$ cat src/rtl/systolic_tile_scheduler_pkg.sv
// Shared types and helpers for the systolic tile scheduler and the array top.
// Size typedefs are reused by the array datapath.
package systolic_tile_scheduler_pkg;

  localparam int unsigned ArrayRows    = 32;
  localparam int unsigned ArrayCols    = 32;
  localparam int unsigned MaxMSizeLog2 = 9;
  localparam int unsigned MaxKSizeLog2 = 9;
  localparam int unsigned MaxNSizeLog2 = 9;
  localparam int unsigned SramAwidth   = 11;
  localparam int unsigned DrainCycles  = ArrayRows + ArrayCols - 1;

  typedef logic [MaxMSizeLog2-1:0] m_size_t;
  typedef logic [MaxKSizeLog2-1:0] k_size_t;
  typedef logic [MaxNSizeLog2-1:0] n_size_t;

  typedef enum logic [2:0] {
    StIdle,
    StFeed,
    StDrain,
    StWrite,
    StDone
  } sched_state_e;

  function automatic int unsigned ceil_div(input int unsigned num, input int unsigned den);
    return (num + den - 1) / den;
  endfunction

  // Row-major linear address; callers truncate to the SRAM address width.
  function automatic int unsigned lin_addr(input int unsigned outer, input int unsigned stride,
                                           input int unsigned inner);
    return outer * stride + inner;
  endfunction

endpackage

$ cat src/rtl/systolic_tile_scheduler_tile_counter.sv
// Nested m/n/k/r position counter for the tile scheduler. Exposes both current and
// next values so the top can register its outputs from the next position.
module systolic_tile_scheduler_tile_counter #(
  parameter int unsigned MW = 9,
  parameter int unsigned NW = 9,
  parameter int unsigned KW = 9,
  parameter int unsigned RW = 5
) (
  input  logic          CLK,
  input  logic          RSTn,
  input  logic          stall,
  input  logic          clear,
  input  logic          k_inc,
  input  logic          r_inc,
  input  logic          tile_adv,
  input  logic [KW-1:0] k_size,
  input  logic [RW:0]   row_limit,
  input  logic [MW-1:0] m_tiles,
  input  logic [NW-1:0] n_tiles,
  output logic [MW-1:0] m_tile_q,
  output logic [MW-1:0] m_tile_d,
  output logic [NW-1:0] n_tile_d,
  output logic [KW-1:0] k_d,
  output logic [RW-1:0] r_d,
  output logic          k_last,
  output logic          r_last,
  output logic          n_last,
  output logic          m_last
);

  localparam int unsigned RLW = RW + 1;

  logic [NW-1:0] n_tile_q;
  logic [KW-1:0] k_q;
  logic [RW-1:0] r_q;

  assign k_last = (k_q == k_size - KW'(1));
  assign r_last = ({1'b0, r_q} == row_limit - RLW'(1));
  assign n_last = (n_tile_q == n_tiles - NW'(1));
  assign m_last = (m_tile_q == m_tiles - MW'(1));

  // n is the inner tile loop; k and r restart on every tile.
  always_comb begin
    m_tile_d = m_tile_q;
    n_tile_d = n_tile_q;
    k_d      = k_q;
    r_d      = r_q;
    if (clear) begin
      m_tile_d = '0;
      n_tile_d = '0;
      k_d      = '0;
      r_d      = '0;
    end else if (!stall) begin
      if (tile_adv) begin
        k_d = '0;
        r_d = '0;
        if (n_last) begin
          n_tile_d = '0;
          m_tile_d = m_tile_q + MW'(1);
        end else begin
          n_tile_d = n_tile_q + NW'(1);
        end
      end else begin
        if (k_inc) k_d = k_q + KW'(1);
        if (r_inc) r_d = r_q + RW'(1);
      end
    end
  end

  always_ff @(posedge CLK or negedge RSTn) begin
    if (!RSTn) begin
      m_tile_q <= '0;
      n_tile_q <= '0;
      k_q      <= '0;
      r_q      <= '0;
    end else begin
      m_tile_q <= m_tile_d;
      n_tile_q <= n_tile_d;
      k_q      <= k_d;
      r_q      <= r_d;
    end
  end

endmodule

$ cat src/rtl/systolic_tile_scheduler.sv
// Tile-level sequencer for the output-stationary systolic array: feeds K operand reads per
// tile, waits out the array skew, then writes the valid accumulator rows.
module systolic_tile_scheduler
  import systolic_tile_scheduler_pkg::*;
#(
  parameter int unsigned PE_ARRAY_NUM_ROWS = ArrayRows,
  parameter int unsigned PE_ARRAY_NUM_COLS = ArrayCols,
  parameter int unsigned MAX_M_SIZE_LOG2   = MaxMSizeLog2,
  parameter int unsigned MAX_K_SIZE_LOG2   = MaxKSizeLog2,
  parameter int unsigned MAX_N_SIZE_LOG2   = MaxNSizeLog2,
  parameter int unsigned OPND1_SRAM_AWIDTH = SramAwidth,
  parameter int unsigned OPND2_SRAM_AWIDTH = SramAwidth,
  parameter int unsigned OUT_SRAM_AWIDTH   = SramAwidth,
  parameter int unsigned DRAIN_CYCLES      = DrainCycles
) (
  input  logic                                 CLK,
  input  logic                                 RSTn,
  input  logic                                 START,
  input  logic                                 STALL,
  input  logic [MAX_M_SIZE_LOG2-1:0]           M_SIZE_in,
  input  logic [MAX_K_SIZE_LOG2-1:0]           K_SIZE_in,
  input  logic [MAX_N_SIZE_LOG2-1:0]           N_SIZE_in,
  output logic                                 OPND_RD_EN_out,
  output logic [OPND1_SRAM_AWIDTH-1:0]         OPND1_ADDR_out,
  output logic [OPND2_SRAM_AWIDTH-1:0]         OPND2_ADDR_out,
  output logic                                 ACC_CLEAR_out,
  output logic [$clog2(PE_ARRAY_NUM_ROWS)-1:0] ROW_SEL_out,
  output logic                                 OUT_WR_EN_out,
  output logic [OUT_SRAM_AWIDTH-1:0]           OUT_ADDR_out,
  output logic                                 BUSY_out,
  output logic                                 IS_FINISHED_out
);

  localparam int unsigned MW      = MAX_M_SIZE_LOG2;
  localparam int unsigned KW      = MAX_K_SIZE_LOG2;
  localparam int unsigned NW      = MAX_N_SIZE_LOG2;
  localparam int unsigned RowW    = $clog2(PE_ARRAY_NUM_ROWS);
  localparam int unsigned RowLimW = RowW + 1;
  localparam int unsigned DrainW  = $clog2(DRAIN_CYCLES + 1);

  sched_state_e state_q, state_d;

  logic [MW-1:0]     m_size_q, m_size_d, m_tiles_q, m_tiles_d;
  logic [KW-1:0]     k_size_q, k_size_d;
  logic [NW-1:0]     n_tiles_q, n_tiles_d;
  logic              empty_q, empty_d;
  logic [DrainW-1:0] drain_q, drain_d;
  logic              accept, k_inc, r_inc, tile_adv;

  logic [MW-1:0]      m_tile_q, m_tile_d;
  logic [NW-1:0]      n_tile_d;
  logic [KW-1:0]      k_d;
  logic [RowW-1:0]    r_d;
  logic               k_last, r_last, n_last, m_last;
  logic [RowLimW-1:0] row_limit;

  logic                         rd_en_d, acc_clear_d, wr_en_d, busy_d, finished_d;
  logic [OPND1_SRAM_AWIDTH-1:0] opnd1_addr_d;
  logic [OPND2_SRAM_AWIDTH-1:0] opnd2_addr_d;
  logic [OUT_SRAM_AWIDTH-1:0]   out_addr_d;
  logic [RowW-1:0]              row_sel_d;

  systolic_tile_scheduler_tile_counter #(
    .MW(MW),
    .NW(NW),
    .KW(KW),
    .RW(RowW)
  ) u_tile_counter (
    .CLK      (CLK),
    .RSTn     (RSTn),
    .stall    (STALL),
    .clear    (accept),
    .k_inc    (k_inc),
    .r_inc    (r_inc),
    .tile_adv (tile_adv),
    .k_size   (k_size_q),
    .row_limit(row_limit),
    .m_tiles  (m_tiles_q),
    .n_tiles  (n_tiles_q),
    .m_tile_q (m_tile_q),
    .m_tile_d (m_tile_d),
    .n_tile_d (n_tile_d),
    .k_d      (k_d),
    .r_d      (r_d),
    .k_last   (k_last),
    .r_last   (r_last),
    .n_last   (n_last),
    .m_last   (m_last)
  );

  // Sizes and tile counts are captured only when a job is accepted.
  always_comb begin
    m_size_d  = m_size_q;
    k_size_d  = k_size_q;
    m_tiles_d = m_tiles_q;
    n_tiles_d = n_tiles_q;
    empty_d   = empty_q;
    if (accept) begin
      m_size_d  = M_SIZE_in;
      k_size_d  = K_SIZE_in;
      m_tiles_d = MW'(ceil_div(32'(M_SIZE_in), PE_ARRAY_NUM_ROWS));
      n_tiles_d = NW'(ceil_div(32'(N_SIZE_in), PE_ARRAY_NUM_COLS));
      empty_d   = (M_SIZE_in == '0) || (K_SIZE_in == '0) || (N_SIZE_in == '0);
    end
  end

  // Valid rows of the current M tile; the last tile may be partial.
  always_comb begin
    int unsigned rows_left;
    rows_left = 32'(m_size_q) - 32'(m_tile_q) * PE_ARRAY_NUM_ROWS;
    row_limit = (rows_left >= PE_ARRAY_NUM_ROWS) ? RowLimW'(PE_ARRAY_NUM_ROWS)
                                                 : RowLimW'(rows_left);
  end

  always_comb begin
    state_d  = state_q;
    drain_d  = drain_q;
    accept   = 1'b0;
    k_inc    = 1'b0;
    r_inc    = 1'b0;
    tile_adv = 1'b0;
    unique case (state_q)
      StIdle: begin
        if (START && !STALL) begin
          accept  = 1'b1;
          state_d = StFeed;
        end
      end
      StFeed: begin
        if (!STALL) begin
          if (empty_q) begin
            state_d = StDone;
          end else if (k_last) begin
            state_d = StDrain;
            drain_d = '0;
          end else begin
            k_inc = 1'b1;
          end
        end
      end
      StDrain: begin
        if (!STALL) begin
          if (drain_q == DrainW'(DRAIN_CYCLES - 1)) state_d = StWrite;
          else drain_d = drain_q + DrainW'(1);
        end
      end
      StWrite: begin
        if (!STALL) begin
          if (r_last) begin
            if (m_last && n_last) begin
              state_d = StDone;
            end else begin
              state_d  = StFeed;
              tile_adv = 1'b1;
            end
          end else begin
            r_inc = 1'b1;
          end
        end
      end
      StDone:  state_d = StIdle;
      default: state_d = StIdle;
    endcase
  end

  // Outputs are decoded from the next position and registered alongside it.
  always_comb begin
    rd_en_d      = (state_d == StFeed) && !empty_d && !STALL;
    acc_clear_d  = rd_en_d && (k_d == '0);
    wr_en_d      = (state_d == StWrite) && !STALL;
    opnd1_addr_d = OPND1_SRAM_AWIDTH'(lin_addr(32'(m_tile_d), 32'(k_size_d), 32'(k_d)));
    opnd2_addr_d = OPND2_SRAM_AWIDTH'(lin_addr(32'(n_tile_d), 32'(k_size_d), 32'(k_d)));
    out_addr_d   = OUT_SRAM_AWIDTH'(lin_addr(lin_addr(32'(m_tile_d), PE_ARRAY_NUM_ROWS, 32'(r_d)),
                                             32'(n_tiles_d), 32'(n_tile_d)));
    row_sel_d    = r_d;
    busy_d       = (state_d != StIdle);
    finished_d   = (state_d == StDone);
  end

  always_ff @(posedge CLK or negedge RSTn) begin
    if (!RSTn) begin
      state_q         <= StIdle;
      drain_q         <= '0;
      m_size_q        <= '0;
      k_size_q        <= '0;
      m_tiles_q       <= '0;
      n_tiles_q       <= '0;
      empty_q         <= 1'b0;
      OPND_RD_EN_out  <= 1'b0;
      ACC_CLEAR_out   <= 1'b0;
      OUT_WR_EN_out   <= 1'b0;
      OPND1_ADDR_out  <= '0;
      OPND2_ADDR_out  <= '0;
      OUT_ADDR_out    <= '0;
      ROW_SEL_out     <= '0;
      BUSY_out        <= 1'b0;
      IS_FINISHED_out <= 1'b0;
    end else begin
      state_q         <= state_d;
      drain_q         <= drain_d;
      m_size_q        <= m_size_d;
      k_size_q        <= k_size_d;
      m_tiles_q       <= m_tiles_d;
      n_tiles_q       <= n_tiles_d;
      empty_q         <= empty_d;
      OPND_RD_EN_out  <= rd_en_d;
      ACC_CLEAR_out   <= acc_clear_d;
      OUT_WR_EN_out   <= wr_en_d;
      OPND1_ADDR_out  <= opnd1_addr_d;
      OPND2_ADDR_out  <= opnd2_addr_d;
      OUT_ADDR_out    <= out_addr_d;
      ROW_SEL_out     <= row_sel_d;
      BUSY_out        <= busy_d;
      IS_FINISHED_out <= finished_d;
    end
  end

endmodule

$ cat config.mk
export PLATFORM = sky130hd
export DESIGN_NAME = systolic_tile_scheduler
export DESIGN_NICKNAME = d
export VERILOG_FILES = /design/src/rtl/systolic_tile_scheduler_pkg.sv /design/src/rtl/systolic_tile_scheduler_tile_counter.sv /design/src/rtl/systolic_tile_scheduler.sv
export SDC_FILE = /design/constraint.sdc
export NUM_CORES = 1
export LEC_CHECK = 0
export CAP_MARGIN = 40
export CORE_ASPECT_RATIO = 2
export CORE_MARGIN = 1
export CORE_UTILIZATION = 40
export CTS_BUF_LIST = sky130_fd_sc_hd__clkbuf_8
export CTS_CLUSTER_SIZE = 16
export DETAILED_ROUTE_END_ITERATION = 12
export PLACE_DENSITY_LB_ADDON = 0.1
export SLEW_MARGIN = 10
export SYNTH_ARGS = -nofsm -noshare
export SYNTH_HDL_FRONTEND = slang
export SYNTH_HIERARCHICAL = 1
export SYNTH_SLANG_ARGS = --single-unit
export TNS_END_PERCENT = 5
$ cat constraint.sdc
create_clock -name CLK -period 11.85 [get_ports CLK]
set_input_delay 2.37 -clock CLK [delete_from_list [all_inputs] [get_ports CLK]]
set_output_delay 2.37 -clock CLK [all_outputs]
set_load 0.01 [all_outputs]
# After elaboration in Yosys (flattened, before gate mapping)
# Index checks and enable logic that the tools add are counted.
dict set report op_classes {
  n_addsub 18
  multipliers 3
  order_cmp 1
  eq_ne 16
  mux 49
  n_reduce_logical 18
}
# op n
set op_table {}
lappend op_table {{9-bit 2-to-1 mux} 14}
lappend op_table {{9-bit logical NOT} 4}
lappend op_table {{6-bit 2-to-1 mux} 6}
lappend op_table {{11-bit by 9-bit adder with 11-bit output} 3}
lappend op_table {{32-bit by 6-bit >= comparator with 1-bit output (second input constant)} 1}
lappend op_table {{9-bit by 1-bit adder with 9-bit output (second input constant)} 3}
lappend op_table {{9-bit == test} 3}
lappend op_table {{3-bit 2-to-1 mux} 9}
lappend op_table {{9-bit by 1-bit subtractor with 9-bit output (second input constant)} 3}
lappend op_table {{9-bit by 9-bit multiplier with 11-bit output} 2}
lappend op_table {{10-bit by 1-bit subtractor with 11-bit output (second input constant)} 2}
lappend op_table {{9-bit by 6-bit adder with 10-bit output (second input constant)} 2}
lappend op_table {{5-bit 2-to-1 mux} 4}
lappend op_table {{14-bit by 5-bit adder with 15-bit output} 1}
lappend op_table {{15-bit by 9-bit multiplier with 11-bit output} 1}
lappend op_table {{9-bit by 14-bit subtractor with 15-bit output} 1}
lappend op_table {{1-bit 2-to-1 mux} 14}
lappend op_table {{3-bit case mux with 4 select lines} 1}
lappend op_table {{6-bit case mux with 2 select lines} 1}
lappend op_table {{2-bit inequality test (second input constant)} 5}
lappend op_table {{3-bit by 2-bit == test with 1-bit output (second input constant)} 3}
lappend op_table {{6-bit by 1-bit adder with 6-bit output (second input constant)} 1}
lappend op_table {{3-bit by 1-bit == test with 1-bit output (second input constant)} 2}
lappend op_table {{5-bit by 6-bit == test with 1-bit output} 1}
lappend op_table {{11 further kinds} 18}
dict set report totals {
  ff_bits 116
  in_bits 31
  out_inout_bits 43
}

# Depth between registers and ports, before layout
# Gate-level depths: netlist of the first run.
dict set report logic_depth {
  ltp_word 15
  depth_mapped 40
  mapped_depth_nobuf 39
}

# By module
# Netlist of the first run, hierarchy kept.
# mod instances cells_each area_per_inst_um2
set modules_own_cells {}
lappend modules_own_cells {systolic_tile_scheduler 1 948 8942.3}
lappend modules_own_cells {systolic_tile_scheduler_tile_counter 1 301 2544.9}

# Worst setup path before layout of the first run
# No wires, ideal clock.
dict set report synth_timing {
  kind {reg2reg}
  startpoint {reg u_tile_counter.m_tile_q[0]}
  endpoint {reg OUT_ADDR_out[10]}
  setup_ps 80
  arrival_ps 8941
  t_required_ps 11770
  slack_ps 2829
  path_stages_with_launch 40
  path_buffers 2
  period_less_slack_ps 9021
  path_cell_list {dfrtp_1 ha_1 fa_1 xor2_1 nand4_1 or4_1 a21oi_1 and2_1 inv_1 ha_1 nand2b_1 nand3_1 o21ai_0 a2111oi_0 nand2_1 nor2_1 nand2b_1 clkbuf_1 [4 not listed] fa_1 inv_1 fa_1 inv_1 fa_1 inv_1 fa_1 inv_1 fa_1 inv_1 ha_1 inv_1 nor2_1 nor2_1 a21oi_1 a31oi_1 xnor2_1 xnor2_1}
}
dict set report synth_between {
  elab_cells_between_ends 29
  cone_classes {5 x add/sub; 1 x mul; 1 x order compare; 2 x eq/ne; 19 x mux; 1 x reduce/logical}
}
# item line
set synth_lines {}
lappend synth_lines {{start, declared} systolic_tile_scheduler_tile_counter.sv:20} ;# output logic [MW-1:0] m_tile_q,
lappend synth_lines {{start signal, assigned} systolic_tile_scheduler_tile_counter.sv:77} ;# m_tile_q <= m_tile_d;
lappend synth_lines {{9-bit by 14-bit subtractor with 15-bit output} systolic_tile_scheduler.sv:110} ;# rows_left = 32'(m_size_q) - 32'(m_tile_q) * PE_ARRAY_NUM_ROWS;
lappend synth_lines {{32-bit by 6-bit >= comparator with 1-bit output} systolic_tile_scheduler.sv:111} ;# row_limit = (rows_left >= PE_ARRAY_NUM_ROWS) ? RowLimW'(PE_ARRAY_NUM_ROWS)
lappend synth_lines {{6-bit 2-to-1 mux} systolic_tile_scheduler.sv:111}
lappend synth_lines {{named net row_limit[0]} systolic_tile_scheduler.sv:55} ;# logic [RowLimW-1:0] row_limit;
lappend synth_lines {{6-bit by 1-bit subtractor with 6-bit output} systolic_tile_scheduler_tile_counter.sv:38} ;# assign r_last = ({1'b0, r_q} == row_limit - RLW'(1));
lappend synth_lines {{5-bit by 6-bit == test with 1-bit output} systolic_tile_scheduler_tile_counter.sv:38}
lappend synth_lines {{named net r_last} systolic_tile_scheduler.sv:54} ;# logic k_last, r_last, n_last, m_last;
lappend synth_lines {{1-bit 2-to-1 mux} systolic_tile_scheduler.sv:149} ;# if (r_last) begin
lappend synth_lines {{[2 not listed]} n/a}
lappend synth_lines {{named net tile_adv} systolic_tile_scheduler.sv:48} ;# logic accept, k_inc, r_inc, tile_adv;
lappend synth_lines {{9-bit 2-to-1 mux} systolic_tile_scheduler_tile_counter.sv:54} ;# if (tile_adv) begin
lappend synth_lines {{9-bit 2-to-1 mux} systolic_tile_scheduler_tile_counter.sv:53} ;# end else if (!stall) begin
lappend synth_lines {{9-bit 2-to-1 mux} systolic_tile_scheduler_tile_counter.sv:48} ;# if (clear) begin
lappend synth_lines {{named net m_tile_d[0]} systolic_tile_scheduler.sv:50} ;# logic [MW-1:0] m_tile_q, m_tile_d;
lappend synth_lines {{14-bit by 5-bit adder with 15-bit output} systolic_tile_scheduler_pkg.sv:32} ;# return outer * stride + inner;
lappend synth_lines {{15-bit by 9-bit multiplier with 11-bit output} systolic_tile_scheduler_pkg.sv:32}
lappend synth_lines {{11-bit by 9-bit adder with 11-bit output} systolic_tile_scheduler_pkg.sv:32}
lappend synth_lines {{named net out_addr_d[10]} systolic_tile_scheduler.sv:60} ;# logic [OUT_SRAM_AWIDTH-1:0] out_addr_d;
lappend synth_lines {{end signal, assigned} systolic_tile_scheduler.sv:211} ;# OUT_ADDR_out <= out_addr_d;
lappend synth_lines {{end, declared} systolic_tile_scheduler.sv:29} ;# output logic [OUT_SRAM_AWIDTH-1:0] OUT_ADDR_out,
# The timed path passes the listed nets, and every way through them passes these cells.
# A chain may end at the register's enable or synchronous reset.

# Final worst setup path of the first run
dict set report layout_timing {
  startpoint {reg u_tile_counter.m_tile_q[0]}
  endpoint {reg OPND1_ADDR_out[10]}
}
dict set report layout_between {
  elab_chain_len 13
  elab_cells_between_ends 21
  cone_classes {4 x add/sub; 1 x mul; 1 x order compare; 2 x eq/ne; 12 x mux; 1 x reduce/logical}
}
# item line
set layout_rtl {}
lappend layout_rtl {{9-bit by 14-bit subtractor with 15-bit output} systolic_tile_scheduler.sv:110}
lappend layout_rtl {{32-bit by 6-bit >= comparator with 1-bit output} systolic_tile_scheduler.sv:111}
lappend layout_rtl {{6-bit 2-to-1 mux} systolic_tile_scheduler.sv:111}
lappend layout_rtl {{named net row_limit[0]} systolic_tile_scheduler.sv:55}
lappend layout_rtl {{6-bit by 1-bit subtractor with 6-bit output} systolic_tile_scheduler_tile_counter.sv:38}
lappend layout_rtl {{5-bit by 6-bit == test with 1-bit output} systolic_tile_scheduler_tile_counter.sv:38}
lappend layout_rtl {{named net r_last} systolic_tile_scheduler.sv:54}
lappend layout_rtl {{1-bit 2-to-1 mux} systolic_tile_scheduler.sv:149}
lappend layout_rtl {{[2 not listed]} n/a}
lappend layout_rtl {{named net tile_adv} systolic_tile_scheduler.sv:48}
lappend layout_rtl {{9-bit 2-to-1 mux} systolic_tile_scheduler_tile_counter.sv:54}
lappend layout_rtl {{9-bit 2-to-1 mux} systolic_tile_scheduler_tile_counter.sv:53}
lappend layout_rtl {{9-bit 2-to-1 mux} systolic_tile_scheduler_tile_counter.sv:48}
lappend layout_rtl {{named net m_tile_d[5]} systolic_tile_scheduler.sv:50}
lappend layout_rtl {{9-bit by 9-bit multiplier with 11-bit output} systolic_tile_scheduler_pkg.sv:32}
lappend layout_rtl {{11-bit by 9-bit adder with 11-bit output} systolic_tile_scheduler_pkg.sv:32}
lappend layout_rtl {{named net opnd1_addr_d[10]} systolic_tile_scheduler.sv:58} ;# logic [OPND1_SRAM_AWIDTH-1:0] opnd1_addr_d;
lappend layout_rtl {{end signal, assigned} systolic_tile_scheduler.sv:209} ;# OPND1_ADDR_out <= opnd1_addr_d;
lappend layout_rtl {{end, declared} systolic_tile_scheduler.sv:24} ;# output logic [OPND1_SRAM_AWIDTH-1:0] OPND1_ADDR_out,
# The timed path passes the listed nets, and every way through them passes these cells.

==> flow_summary.toml, run 1 <==
[clocking]
ctsLongestPathBuffers = 2
postCtsSetupBuffers = 0
htree_num_levels = 4
insertion_delay_ns = 0.50
path_clk_slew_ns = 0.08
cts-root-buf = "clkbuf_8"
cts_resized = 0
cts_hold_buffers = 0
cts.sink_count = 117
cts_tree = "built"
cts_buffers = 17

[layout]
area_growth_syn_to_layout_pct = 14.39
final_nets = 1576
drive_above_1_share = 0.05551

[floorplan]
die_w_um = 121.8
num_rows = 87
start_util = 0.4074
core_area_um2 = 28190
die_h_um = 241.7
ioPinCount = 74
dieArea_um2 = 29440

[pwr]
power.leakage_nw = 6.288
power_density_nw_per_um2 = 110.1
max-vdd-ir-drop_v = 0.00007008
power.total_w = 0.001446

[sta]
hold_violations = 0
final.period_utilization = 0.8426
tightest_slew_ns = 0.9581
fin_ws_ns = 1.866
slew_viol_final = 0
fin_skew_ns = 0.01436
finalSetupViolations = 0
rsz0062_at_grt = "false"
max_freq_ghz = 0.1002
finalSetupTns_ns = 0
slew_headroom = 0.3564
whs_ns = 0.4793
min_period_ns = 9.984

[yosys]
synth_edf_count = 0
netlist_top_cells_area = "dfrtp_1 (25%), fa_1 (19%), ha_1 (11%)"
syn_area_per_cell_um2 = 9.197
yosysMostFrequentCell = "nand2_1"
ys_types = 65
synth_warnings = 6
synth_flop_cell = "dfrtp_1"
syn_inst = 1249
synth_top_area_cell = "dfrtp_1"
synth_seq_area_share = 0.2549
synthArstFlopShare = 1.000
ys_ff_latch = 117
synth_common_cells = "nand2_1 (190), inv_1 (176), dfrtp_1 (117)"
syn_area_um2 = 11490
post-synth-top-area-fraction = 0.2549

[detailed_routing]
drt_iter0_drc = 405
maxUsedRoutingLayer = "met4"
ant_nets = 0
routed_wl_mm = 30.68
wl_per_cell_um = 17.96
drcViolationCount = 0
vias = 8775
wl_met3_um = 789
wl_met1_mm = 11.08
dr.pass1.iters = 5
dr_wl_met2_mm = 17.46
viasPerCell = 5.138

[worst_setup_path]
crit_fanout = 8
startpoint = "u_tile_counter/m_tile_q[0]$_DFF_PN0_"
worstPathArrival_ns = 10.36
startpoint_type = "register"
reg2reg_from = "u_tile_counter/m_tile_q[0]$_DFF_PN0_"
reg2regPathDepth = 36
cp_slowest_cell = "a21oi_1"
path_class = "reg -> reg"
cp-end-kind = "register"
max_stage_delay_ns = 0.64
cp.required_ns = 12.23

[placed_design]
dpl_worst_slack_ns = 1.912
io_buffers = 73
post-dp-hpwl_mm = 23.96
gp_congestion = 0.8358

[min_path]
whs_path_depth = 2
hp-class = "reg -> reg"
min_from = "m_size_q[4]$_DFFE_PN0P_"

[grt]
overflow = 0
grt_pass1_wl_mm = 50.39
antenna_found_initial = 1
grt_pass1_vias = 9676
gr-usage-all-layers = 0.2281
grt_max_degree = 50

[flow_run]
drv_cap = 0

[run_status]
status = "finished, final reports clean"
[layout make-up]
class	count	area, um2
fill	2763	15050
multi-input combinational	935	7797
sequential	117	2928
timing repair buffer	90	875.8
inverter	177	669.4
tap	356	445.4
clock buffer	17	234.0
clock inverter	15	187.7
antenna	1	2.502
[cells in the final DEF, fill, tap and decap left out, drive strengths merged, types with 3 or more instances in the layout]
cell,netlist,final
nand4,16,16
mux2,10,10
o31ai,9,9
and3,12,12
a21oi,42,42
a31oi,5,5
inv,177,185
nor3,25,25
nand3b,4,4
mux2i,6,6
nand2b,9,9
conb,1,15
nor2,60,60
dfrtp,117,117
a21o,7,7
o21a,3,3
and2,60,60
clkinvlp,0,3
nor3b,5,5
o21ai,25,25
nor2b,14,14
nand2,192,192
buf,10,18
nor4,5,5
bufinv,0,3
clkdlybuf4s50,0,72
or4,13,13
nand3,14,14
fa,110,110
or3,7,7
xor2,43,43
clkbuf,24,17
ha,97,97
xnor2,92,92
o21bai,8,8
a2111oi,3,3
[final timing paths]
| kind | slack [ns] | end |
|---|---|---|
| worst min-delay path | 0.48 | m_size_q[4]$_DFFE_PN0P_ |
| worst min register to register | 0.48 | m_size_q[4]$_DFFE_PN0P_ |
| worst max register to register | 1.87 | OPND1_ADDR_out[10]$_DFF_PN0_ |
| min in group asynchronous | 1.78 | OPND1_ADDR_out[3]$_DFF_PN0_ |
| worst max-delay path | 1.87 | OPND1_ADDR_out[10]$_DFF_PN0_ |
| max in group asynchronous | 8.74 | OUT_ADDR_out[10]$_DFF_PN0_ |
[registers in the layout, summed over array words and instances, names as in the netlist]
| name | cells |
|---|---|
| ACC_CLEAR_out | 1 |
| u_tile_counter/r_q | 5 |
| empty_q | 1 |
| u_tile_counter/k_q | 9 |
| OUT_WR_EN_out | 1 |
| BUSY_out | 1 |
| OPND_RD_EN_out | 1 |
| drain_q | 6 |
| u_tile_counter/n_tile_q | 9 |
| ROW_SEL_out | 5 |
| m_size_q | 9 |
| IS_FINISHED_out | 1 |
| k_size_q | 9 |
| m_tiles_q | 5 |
| OUT_ADDR_out | 11 |
| n_tiles_q | 9 |
| OPND1_ADDR_out | 11 |
| OPND2_ADDR_out | 11 |
| u_tile_counter/m_tile_q | 9 |
| state_q | 3 |
[through the flow]
stage | util | instance area [um2] | std cells
after global routing | 0.4661 | 13140 | 1708
after CTS | 0.4660 | 13140 | 1707
after global placement | 0.4497 | 12680 | 1673
final | 0.4661 | 13140 | 1708
after detailed placement | 0.4510 | 12720 | 1675
after floorplan | - | 11540 | 1263
[report_power, final]
part | switching, W | total, W | internal (W)
Clock | 0.000206 | 0.000418 | 0.000212
Combinational | 0.000318 | 0.000501 | 0.000183
Sequential | 0.0000682 | 0.000528 | 0.000460
Total | 0.000592 | 0.00145 | 0.000855
[critical path, delay by kind of cell, from the launching register on]
family / cells / cell delay [ns]
AOI/OAI and AO/OA: 6 / 1.95
xor gates and xnor gates: 2 / 0.28
adders and majority gates: 9 / 3.84
buffers and inverters: 7 / 0.54
DFF: 1 / 0.49
and+or+nand+nor: 12 / 2.74
[metal layers]
metal	track usage	vias up
li1	-	4171
met1	0.2340	4369
met2	0.4329	167
met3	0.03561	68
met4	0.1107	0
met5	0	-
[kinds of logic after synthesis]
| group | count (synthesis) | synth area share |
|---|---|---|
| AO/OA/AOI/OAI | 120 | 0.06731 |
| XOR/XNOR | 135 | 0.1042 |
| adder cells (fa/ha/maj) | 207 | 0.2974 |
| buffers and inverters | 211 | 0.07123 |
| flip-flops | 117 | 0.2549 |
| multiplexers | 16 | 0.01666 |
| other | 1 | 0.0003264 |
| AND/OR/NAND/NOR | 442 | 0.1880 |
(Power assumes the default switching activity.)
==> run 2: changes to the inputs <==
==> constraint.sdc (replaced) <==
create_clock -name CLK -period 8.95 [get_ports CLK]
set_input_delay 1.79 -clock CLK [delete_from_list [all_inputs] [get_ports CLK]]
set_output_delay 1.79 -clock CLK [all_outputs]
set_load 0.01 [all_outputs]
==> run 2 against run 1 <==
Net effect:
- combinational power up 42%
- final cell count up 1.9%
- largest cell class unchanged
- sequential power up 32%
- clock skew is essentially flat
- sequential share of layout area down 0.73 points
- critical path type unchanged
==> flow_summary.toml, run 2 (synthesis results as in run 1) <==
[floorplan]
die_h_um = 241.7
start_util = 0.4074
num_rows = 87
dieArea_um2 = 29440
core_area_um2 = 28190
ioPinCount = 74
die_w_um = 121.8

[grt]
gr-usage-all-layers = 0.2248
grt_pass1_wl_mm = 49.60
antenna_found_initial = 0
grt_max_degree = 49
overflow = 0
grt_pass1_vias = 9582

[sta]
fin_ws_ns = 0.4186
slew_viol_final = 0
finalSetupViolations = 0
tightest_slew_ns = 0.7488
min_period_ns = 8.531
finalSetupTns_ns = 0
fin_skew_ns = 0.01406
rsz0062_at_grt = "false"
slew_headroom = 0.4879
final.period_utilization = 0.9532
hold_violations = 0
max_freq_ghz = 0.1172

[layout]
n_fill_cell = 2715
area_growth_syn_to_layout_pct = 18.24
seq_area_um2 = 2928
drive_above_1_share = 0.09689
final_nets = 1608
reg_top3 = "OPND1_ADDR_out x11, OPND2_ADDR_out x11, OUT_ADDR_out x11"
stdcell_count = 1740
final_cell_mix = "nand2_1 (190), inv_1 (176), dfrtp_1 (117)"
multi_input_area_um2 = 7958
final_common_cell = "nand2_1"
postLayoutCellArea_um2 = 13580

[detailed_routing]
routed_wl_mm = 30.65
vias = 8870
drt_iter0_drc = 347
viasPerCell = 5.098
wl_per_cell_um = 17.62
drcViolationCount = 0
dr.pass1.iters = 4
ant_nets = 0

[clocking]
cts_buffers = 17
cts_hold_buffers = 0
path_clk_slew_ns = 0.09
ctsLongestPathBuffers = 2
insertion_delay_ns = 0.49
htree_num_levels = 4
cts.sink_count = 117
cts-root-buf = "clkbuf_8"
cts_tree = "built"

[worst_setup_path]
worstPathArrival_ns = 8.90
reg2reg_slack_ns = 0.42
cp_top_family = "adder cells"
crit_fanout = 5
endpoint = "OPND1_ADDR_out[10]$_DFF_PN0_"
max_stage_delay_ns = 0.54
startpoint = "u_tile_counter/m_tile_q[0]$_DFF_PN0_"
path_class = "reg -> reg"
r2r_end = "OPND1_ADDR_out[10]$_DFF_PN0_"
reg2regPathDepth = 36
crit_top_cell = "inv_1"
startpoint_type = "register"
cp-end-kind = "register"
reg2reg_from = "u_tile_counter/m_tile_q[0]$_DFF_PN0_"
crit_cells = 36
cp_slowest_cell = "fa_1"
cp.required_ns = 9.32
cp_num_buf_inv = 6

[run_status]
status = "finished, final reports clean"

[placed_design]
io_buffers = 73
gp_congestion = 0.8801
post-dp-hpwl_mm = 24.43
place_inst = 1706
placed_area_um2 = 12940
dpl_worst_slack_ns = -0.1354

[pwr]
power_density_nw_per_um2 = 147.0
max-vdd-ir-drop_v = 0.00008272
power.leakage_nw = 6.508

[flow_run]
drv_cap = 0

[min_path]
hp-class = "reg -> reg"
min_from = "m_size_q[2]$_DFFE_PN0P_"
==> run 2: cell types whose count changed in the layout (fill, tap and decap cells not counted), sizes merged <==
cell      before  now
buf           18   50
clkinv         1    5
inv          185  182
clkbuf        17   18
clkinvlp       3    0
bufinv         3    4
==> run 2: timing repair <==
action,in CTS,in global routing
setup buffers,0,1
endpoints found under the setup margin,3,10
gates resized for setup,2,34
pin swaps,0,12
==> run 2: worst min path at each step <==
| stage | endpoint | slack [ns] | cells after the start |
|---|---|---|---|
| floorplan | m_size_q[0]$_DFFE_PN0P_ | 0.44 | 2 |
| global placement | m_size_q[4]$_DFFE_PN0P_ | 0.46 | 2 |
| detailed placement | m_size_q[4]$_DFFE_PN0P_ | 0.46 | 2 |
| CTS | m_size_q[2]$_DFFE_PN0P_ | 0.49 | 2 |
| global route | m_size_q[2]$_DFFE_PN0P_ | 0.51 | 2 |
| finish | m_size_q[2]$_DFFE_PN0P_ | 0.49 | 2 |
==> run 2: layout make-up <==
cell class / instances / share of cell area
clock buffer: 18 / 0.01824
clock inverter: 14 / 0.01584
antenna: 1 / 0.0001842
tap: 356 / 0.03279
sequential: 117 / 0.2155
timing repair buffer: 122 / 0.08226
multi-input combinational: 935 / 0.5859
inverter: 177 / 0.04928
==> run 2: stage by stage <==
step / utilization / hold WS [ns] / power (W)
2_1_floorplan: - / 0.4374 / 0.001138
3_3_place_gp: 0.4580 / 0.4597 / 0.001387
3_5_place_dp: 0.4591 / 0.4644 / 0.001397
4_1_cts: 0.4759 / 0.4875 / 0.002001
5_1_grt: 0.4817 / 0.5053 / 0.002113
6_report: 0.4818 / 0.4853 / 0.001997
==> run 2: worst register-to-register path, delay by kind of cell, from the launching register on <==
kind,cells,cell delay [ns]
xor+xnor,2,0.28
buf+inv,6,0.31
fa+ha+maj,9,3.64
compound gates,6,1.35
simple gates,13,2.43
flops,1,0.39
==> run 2: layer usage <==
| layer | global-route usage | part of all wire | up-vias |
|---|---|---|---|
| li1 | - | - | 4234 |
| met1 | 0.2234 | 0.36 | 4413 |
| met2 | 0.4274 | 0.57 | 148 |
| met3 | 0.03137 | 0.022 | 75 |
| met4 | 0.1304 | 0.053 | 0 |
| met5 | 0 | 0 | - |
==> run 2: power by group <==
part,leakage (nW),internal (W),switching (W)
registers,1.57,0.000609,0.0000908
logic,4.70,0.000270,0.000440
clock network,0.232,0.000319,0.000269
==> RTL change 1: new RTL, flow settings as in run 1 <==
Change the package constant `ArrayRows` from 32 to 64.
--- a/src/rtl/systolic_tile_scheduler_pkg.sv
+++ b/src/rtl/systolic_tile_scheduler_pkg.sv
@@ -2,7 +2,7 @@
 // Size typedefs are reused by the array datapath.
 package systolic_tile_scheduler_pkg;
 
-  localparam int unsigned ArrayRows    = 32;
+  localparam int unsigned ArrayRows    = 64;
   localparam int unsigned ArrayCols    = 32;
   localparam int unsigned MaxMSizeLog2 = 9;
   localparam int unsigned MaxKSizeLog2 = 9;
Interface: changed (resized ROW_SEL_out); port bits go from 74 to 75. The function was not compared with the original's and may differ.
==> RTL change 1 against run 1 <==
Power down 13%; cell area up 1.7%; final cell count down 0.35%; area after synthesis up 1.0%; sequential cell count up 2; first-iteration DRC count down 15%; setup slack better by 340 ps; routed wire length down 1.1%; clock power up 17%; synthesized cell count down 0.80%.
==> RTL change 1: results (changes against run 1) <==
| Metric | Value |
|---|---|
| Vias per inst | 5.11 (-0.53%) |
| Mux contribution to synthesized area | 2.03% (+0.36 points) |
| Met1 WL | 11,200 um (+1.0%) |
| Outcome | complete, no violations |
| Global-route track usage on met1 | 23.4% (about the same) |
| XOR/XNOR share of the synthesized area | 10.4% (about the same) |
| Commonest cells post-synth | inv_1, nand2_1, dfrtp_1 |
| Buffers on Ports | 74 (+1.4%) |
| Fin nets | 1,570 (-0.38%) |
| Static Leakage | 6.69 nW (+6.4%) |
| Non-Filler Instances | 1,702 (-0.35%) |
| Slew HR | 42.2% (+6.6 points) |
| Critical-path maximum fanout | 19 (+11) |
| Global-route wire length before repair | 49,500 um (-1.7%) |
| P&R area growth vs syn | 15.2% |
| Yosys cell types | 64 (-1.5%) |
| Final Skew | 16.8 ps (+2.48 ps) |
| Peak VDD IR | 0.0762 mV (+8.7%) |
| Gpl congestion | 0.881 (+5.4%) |
| Fillers | 2,775 (+0.43%) |
| Largest cells by area after synthesis | dfrtp_1, fa_1, ha_1, inv_1, xnor2_1 |
| Largest net degree at the start of global routing | 53 (+6.0%) |
| CP arrival | 10,020 ps (-340 ps) |
| Post-place setup slack | 2130 ps (+215 ps) |
| Share of cells above drive strength 1 | 6.77% (+1.2 points) |
RTL change 1: changes by cell type after synthesis, sizes merged, moves of 7 or more:
cell   change
inv       +16
nand2     -20
or4        -7
xnor2      -8
nor2      -12
RTL change 1: worst paths after layout:
kind	from	endpoint	slack, ps	cells past startpoint
min in group asynchronous	RSTn	OPND1_ADDR_out[7]	1920	1
max in group asynchronous	RSTn	ROW_SEL_out[1]	8770	3
hold reg to reg	m_size_q[1]	m_size_q[1]	500	1
hold / removal	m_size_q[1]	m_size_q[1]	500	1
setup / recovery	u_tile_counter/m_tile_q[0]	OUT_ADDR_out[10]	2210	36
setup reg to reg	u_tile_counter/m_tile_q[0]	OUT_ADDR_out[10]	2210	36
RTL change 1: area by class of cell:
cell class                 instances  area share, %
timing repair buffer              93           6.74
sequential                       119           22.3
clock buffer                      18           1.85
multi-input combinational        908           58.4
tap                              356           3.33
clock inverter                    13           1.88
inverter                         194           5.46
antenna                            1         0.0187
==> RTL change 2: new RTL, settings of run 1 <==
Without the edit above. Re-encode `sched_state_e` (5 states) as one-hot, 5 bits wide.
--- a/src/rtl/systolic_tile_scheduler_pkg.sv
+++ b/src/rtl/systolic_tile_scheduler_pkg.sv
@@ -14,12 +14,12 @@
   typedef logic [MaxKSizeLog2-1:0] k_size_t;
   typedef logic [MaxNSizeLog2-1:0] n_size_t;
 
-  typedef enum logic [2:0] {
-    StIdle,
-    StFeed,
-    StDrain,
-    StWrite,
-    StDone
+  typedef enum logic [4:0] {
+    StIdle  = 5'b00001,
+    StFeed  = 5'b00010,
+    StDrain = 5'b00100,
+    StWrite = 5'b01000,
+    StDone  = 5'b10000
   } sched_state_e;
 
   function automatic int unsigned ceil_div(input int unsigned num, input int unsigned den);
Formal check against the unedited RTL: same outputs for any inputs over 4 cycles, from zero or initial values and one cycle with RSTn low; so few cycles prove little.
==> RTL change 2 against run 1 <==
Critical endpoint is now OUT_ADDR_out[10]; critical path depth shrank 2; area after synthesis grew 0.98%; via count grew 0.99%; power shrank 25%; routed wire length grew 4.7%; setup slack lost 210 ps; cell area grew 0.89%; fmax shrank 2.1%; sequential cell count grew 2; global-route usage grew 0.86 points.
==> RTL change 2: results (changes against run 1) <==
| Metric | Value |
|---|---|
| Fillers | 2,805 (+1.5%) |
| Outcome | complete, no violations |
| Worst Hold Endpoint | m_size_q[0] |
| Most frequent cell after synthesis | inv_1 |
| Hpwl dp | 25,400 um (+6.0%) |
| Beginning of the worst hold path | m_size_q[0] |
| WL met2 | 18,000 um (+2.9%) |
| Worst slew pin tran | 890 ps (-68.3 ps) |
| DR vias | 8,862 (+0.99%) |
| Routed wire length | 32,100 um (+4.7%) |
| Static Leakage | 6.55 nW (+4.1%) |
| Yosys cell types | 67 (+3.1%) |
| Final Skew | 16.9 ps (+2.54 ps) |
| Share of cells above drive strength 1 | 5.32% (-0.23 points) |
| Number of global-route vias before repair | 9,804 (+1.3%) |
| Clock Power | 0.364 mW (-13%) |
| Cells after synthesis | 1,244 (-0.40%) |
| Combinational Power | 0.259 mW (-48%) |
| Commonest cells post-synth | inv_1, nand2_1, dfrtp_1 |
| Antenna cells | 0 (-1) |
| Met1 WL | 11,600 um (+4.8%) |
| Non-Filler Instances | 1,709 (+0.059%) |
| M3 GR Usage | 3.41% (-0.15 points) |
| Antenna violations before repair | 0 (-1) |
| Global-route track usage on met1 | 24.7% (+1.3 points) |
| Met3 Wirelength | 884 um (+12%) |
| XOR/XNOR share of the synthesized area | 10.5% (+0.071 points) |
[RTL change 2: cell count changes after synthesis, moves of 6 or more]
cell     delta
a21o_1      +7
nor2b_1     +7
o21ai_0    -11
o21ai_1    +10
nor2_1      -7
xnor3_1     +7
xnor2_1    -10
nand2_1    -20
and2_1      +6
[RTL change 2: area by class of cell]
class | instances | area, um2 | area share [%]
clock buffer | 18 | 248 | 1.87
multi-input combinational | 932 | 7890 | 59.5
timing repair buffer | 95 | 920 | 6.94
clock inverter | 14 | 116 | 0.878
sequential | 119 | 2980 | 22.5
tap | 356 | 445 | 3.36
inverter | 175 | 657 | 4.96
[RTL change 2: stage by stage]
step / instance area, um2 / setup WS [ps]
6_report: 13300 / 1650
5_1_grt: 13300 / 986
4_1_cts: 13200 / 1370
3_5_place_dp: 12900 / 1410
3_3_place_gp: 12800 / 1640
2_1_floorplan: 11700 / 2830
